$ cat src/rtl/sensor_priority_sel.sv
// Priority selector: debounced sensors pick a channel command, the master
// switch forces channel 0, and a hold counter limits selection chatter.
module sensor_priority_sel #(
  parameter int N = 16,
  parameter int W = 2,
  parameter int DEB = 3,
  parameter int HOLD = 4,
  localparam int SW = $clog2(N)
) (
  input  logic           clk,
  input  logic           reset,
  input  logic           m,
  input  logic [N*W-1:0] cmd,
  input  logic [N-1:0]   s,
  output logic [W-1:0]   y,
  output logic [SW-1:0]  sel,
  output logic           switched
);

  localparam int CW = $clog2(DEB + 1);
  localparam int HW = $clog2(HOLD + 1);

  logic [N-1:0]  f;
  logic [CW-1:0] c [N];
  logic [HW-1:0] h;
  logic [HW-1:0] h_next;
  logic [SW-1:0] win;
  logic [SW-1:0] sel_next;
  logic [W-1:0]  cmd_a [N];

  for (genvar g = 0; g < N; g++) begin : g_cmd
    assign cmd_a[g] = cmd[g*W +: W];
  end

  always_comb begin
    win = '0;
    for (int i = 0; i < N; i++) begin
      if (f[i]) win = SW'(i);
    end
  end

  // Master off overrides the hold window; otherwise only an expired hold
  // lets the sensor winner through.
  always_comb begin
    sel_next = sel;
    if (!m) begin
      sel_next = '0;
    end else if (h == '0) begin
      sel_next = win;
    end
  end

  always_comb begin
    h_next = h;
    if (!m) begin
      h_next = '0;
    end else if (sel_next != sel) begin
      h_next = HW'(HOLD - 1);
    end else if (h != '0) begin
      h_next = h - HW'(1);
    end
  end

  always_ff @(posedge clk) begin
    if (reset) begin
      f <= '0;
      for (int i = 0; i < N; i++) begin
        c[i] <= '0;
      end
    end else begin
      for (int i = 0; i < N; i++) begin
        if (s[i] == f[i]) begin
          c[i] <= '0;
        end else if (c[i] == CW'(DEB - 1)) begin
          f[i] <= s[i];
          c[i] <= '0;
        end else begin
          c[i] <= c[i] + CW'(1);
        end
      end
    end
  end

  always_ff @(posedge clk) begin
    if (reset) begin
      sel      <= '0;
      h        <= '0;
      y        <= '0;
      switched <= 1'b0;
    end else begin
      sel      <= sel_next;
      h        <= h_next;
      y        <= cmd_a[sel_next];
      switched <= (sel_next != sel);
    end
  end

endmodule

$ cat config.mk
export PLATFORM = sky130hd
export DESIGN_NAME = sensor_priority_sel
export DESIGN_NICKNAME = d
export VERILOG_FILES = /design/src/rtl/sensor_priority_sel.sv
export SDC_FILE = /design/constraint.sdc
export NUM_CORES = 1
export LEC_CHECK = 0
export ABC_AREA = 1
export BUFFER_PORTS_ARGS = -buffer_cell sky130_fd_sc_hd__buf_2
export CORE_UTILIZATION = 45
export CTS_BUF_LIST = sky130_fd_sc_hd__clkbuf_8
export DETAILED_ROUTE_END_ITERATION = 6
export PLACE_DENSITY = 0.67
export SLEW_MARGIN = 20
export SYNTH_ARGS = -nofsm -noshare
export SYNTH_HDL_FRONTEND = slang
export SYNTH_SLANG_ARGS = --single-unit
export TNS_END_PERCENT = 30
$ cat constraint.sdc
create_clock -name clk -period 2.8 [get_ports clk]
set_input_delay 0.84 -clock clk [delete_from_list [all_inputs] [get_ports clk]]
set_output_delay 0.84 -clock clk [all_outputs]
set_load 0.1 [all_outputs]
==> impl_metrics.tcl <==
set metrics [dict create \
    fmax_mhz 426 \
    hold_depth 2 \
    crit_slowest_cell "clkinv_1" \
    clkPwrFrac_pct 21.5 \
    maxCapViolCount 0 \
    vias_per_cell 4.83 \
    worstPathRequired_ps 3000 \
    worstPathCellList "inv_1 -> ha_1 -> inv_1 -> nor2_4 -> inv_4 -> nor2_4 -> nand2_2 -> a21oi_1 -> or2_1 -> a21oi_2 -> clkinv_1 -> nand3_1 -> nand3_1 -> nand3_1 -> a21oi_1" \
    setup_viol 0 \
    synthMuxAreaShare_pct 0 \
    yosys.area_share.xor_xnor_pct 1.13 \
    hp-class "reg -> reg" \
    clk_pin_slew_ps 90 \
    timing.final.crit_share_pct 83.9 \
    ant_nets 0 \
    htreeDepth 2 \
    antenna_found_initial 0 \
    power.share.combinational_pct 29.8 \
    synthAdderAreaFrac_pct 6.89 \
    path_max_fanout 9 \
    drt_iter0_drc 96 \
    cp_num_buf_inv 4 \
    slew_viol_final 0 \
    drc 4 \
    row_count 29 \
    crit_top_cell "nand3_1" \
    ctsHoldBuffers 0 \
    cts-resized-gates 0 \
    avgRoutedWirePerCell_um 10.4 \
    cts.path.max_buffers 2 \
    vias 2595 \
    seqPwrFrac_pct 48.7 \
    vdd_drop_max_uv 257 \
    switching_share_pct 34.9 \
    drt_wl_total_um 5600 \
    cts_setup_buffers 0 \
    clk_latency_ps 310 \
    internal-power_mw 1.28 \
    num_antenna_cells 0 \
    cts_tree "done" \
    ys_ff_latch 55 \
    core_area_um2 6490 \
    overflow 0 \
    start_util_pct 47.6 \
    yosysUniqueCellTypes 32 \
    hold_violations 0 \
    syn_inst 371 \
    tns_ps 0 \
    root_buffer "clkbuf_8" \
    dieArea_um2 7200 \
    io_buffers 56 \
    finalWorstPathRequiredPeriod_ps 2350 \
    grt_pass1_vias 2441 \
    worst-path-stages 15 \
    hpwl_um 4340 \
    max_stage_delay_ps 330 \
    critical_path_class "reg -> reg" \
    worst_setup_path_end_kind "register" \
    synth_top_family_by_area "simple AND/OR/NAND/NOR gates" \
    arrival_ps 2550 \
    cts_inserted_buffers 5 \
    yosys.area_share.simple_pct 20.5 \
    layout-drive-gt1-share_pct 18.9 \
    reg2regPathDepth 15 \
    final_util_pct 56.0 \
    dr.pass1.iters 7 \
    grt_max_degree 19 \
    p_switching_mw 0.689 \
    p_per_area_nw_per_um2 542 \
    area_growth_pct 17.7 \
    violations "DRC" \
    syn_area_per_cell_um2 8.33 \
    grt_pass1_wl_um 9920 \
    skew_ps 4.63 \
    crit_path_start_kind "register" \
    place_area_um2 3550 \
    gp_congestion 0.756 \
    cts_num_sinks 55 \
    die_y_um 84.9 \
    synth_compound_area_share_pct 14.4 \
    syn_area_um2 3090 \
    nFillCells 619 \
    design_area_um2 3640 \
    seq_area_frac_synth_pct 45.4 \
    leakagePower_nw 1.81 \
    cpLargestDelayFamily "simple AND/OR/NAND/NOR gates" \
    ioPinCount 58 \
    synth_warnings 0 \
    grt_setup_unrepaired "no" \
    final_nets 527 \
    status "complete, but fails checks" \
    grt_use_total_pct 17.1 \
    die_w_um 84.9 \
]
-- cell families after synthesis --
logic type / Yosys count
AO/OA/AOI/OAI: 76
XOR/XNOR: 4
adder cells (fa/ha/maj): 17
buffers and inverters: 89
flip-flops: 55
other: 1
AND/OR/NAND/NOR: 129
-- cells in the mapped netlist --
| library cell | count | area (um2) |
|---|---|---|
| a211oi_2 | 1 | 12.5 |
| a21oi_1 | 34 | 170 |
| a21oi_2 | 2 | 17.5 |
| a31o_2 | 1 | 8.76 |
| a31oi_1 | 1 | 6.26 |
| buf_6 | 3 | 33.8 |
| clkbuf_1 | 5 | 18.8 |
| clkinv_1 | 1 | 3.75 |
| conb_1 | 1 | 3.75 |
| dfxtp_1 | 25 | 500 |
| edfxtp_1 | 30 | 901 |
| ha_1 | 17 | 213 |
| inv_1 | 78 | 293 |
| inv_2 | 1 | 3.75 |
| inv_4 | 1 | 6.26 |
| nand2_1 | 28 | 105 |
| nand2_2 | 8 | 50.1 |
| nand2_4 | 2 | 22.5 |
| nand3_1 | 37 | 185 |
| nand3_2 | 1 | 10.0 |
| nand3b_1 | 10 | 75.1 |
| nor2_1 | 38 | 143 |
| nor2_2 | 1 | 6.26 |
| nor2_4 | 2 | 22.5 |
| nor4_1 | 1 | 6.26 |
| o211ai_1 | 15 | 113 |
| o211ai_2 | 1 | 12.5 |
| o21ai_0 | 16 | 80.1 |
| o21ai_1 | 5 | 25.0 |
| or2_1 | 1 | 6.26 |
| xnor2_1 | 1 | 8.76 |
| xor2_1 | 3 | 26.3 |
-- tightest hold or removal path: stages (launching register included) --
cell and delay [ps]:
dfxtp_1 340, nand2_1 90, a31oi_1 80
-- per-layer routing --
metal | global-route usage [%] | vias up | wire length (um)
met3 | 4.67 | 6 | 240
met4 | 5.24 | 0 | 79
met2 | 29.3 | 48 | 2590
li1 | - | 1363 | -
met1 | 21.2 | 1178 | 2680
met5 | 0 | - | 0
-- registers in the layout (all words and copies together), names as in the netlist --
register  cells
c            30
y             2
h             3
sel           4
switched      1
f            15
-- final timing paths --
check / end / slack [ps] / start
setup / recovery: y[0] / 450 / h[0]
hold / removal: switched / 560 / sel[0]
setup reg to reg: y[0] / 450 / h[0]
hold reg to reg: switched / 560 / sel[0]
-- power groups by stage --
stage	sequential (mW)	combinational, mW	clock, mW
after floorplan	1.09	0.362	0
after global placement	0.977	0.580	0
after detailed placement	0.980	0.589	0
after CTS	0.962	0.591	0.446
after global routing	0.972	0.663	0.476
final	0.961	0.588	0.423
-- metrics by stage --
stage | power, mW | setup slack [ps] | hold slack (ps) | instances
final | 1.97 | 452 | 557 | 537
after global routing | 2.11 | 193 | 580 | 537
after CTS | 2.00 | 438 | 552 | 537
after detailed placement | 1.57 | 362 | 538 | 529
after global placement | 1.56 | 379 | 526 | 529
after floorplan | 1.45 | 507 | 531 | 400
-- cells in the final DEF, fill, tap and decap left out, drive strengths merged --
| cell type | netlist | layout |
|---|---|---|
| a21oi | 36 | 36 |
| nor4 | 1 | 1 |
| nand2 | 38 | 38 |
| nand3 | 38 | 38 |
| conb | 1 | 30 |
| inv | 80 | 81 |
| a31oi | 1 | 1 |
| a31o | 1 | 1 |
| nand3b | 10 | 10 |
| edfxtp | 30 | 30 |
| xor2 | 3 | 3 |
| nor2 | 41 | 41 |
| dfxtp | 25 | 25 |
| clkbuf | 5 | 5 |
| ha | 17 | 17 |
| a211oi | 1 | 1 |
| xnor2 | 1 | 1 |
| o21ai | 21 | 21 |
| or2 | 1 | 1 |
| clkinv | 1 | 3 |
| o211ai | 16 | 16 |
| buf | 3 | 60 |
-- area by class of cell --
cell class | instances | area (um2) | share of cell area, %
Timing Repair Buffer | 60 | 310 | 8.53
Sequential cell | 55 | 1400 | 38.5
Clock inverter | 3 | 16.3 | 0.447
Tap cell | 77 | 96.3 | 2.65
Multi-Input combinational cell | 256 | 1440 | 39.5
Clock buffer | 5 | 68.8 | 1.89
Inverter | 81 | 307 | 8.43
Note: power is estimated with default switching activity, not from simulation.
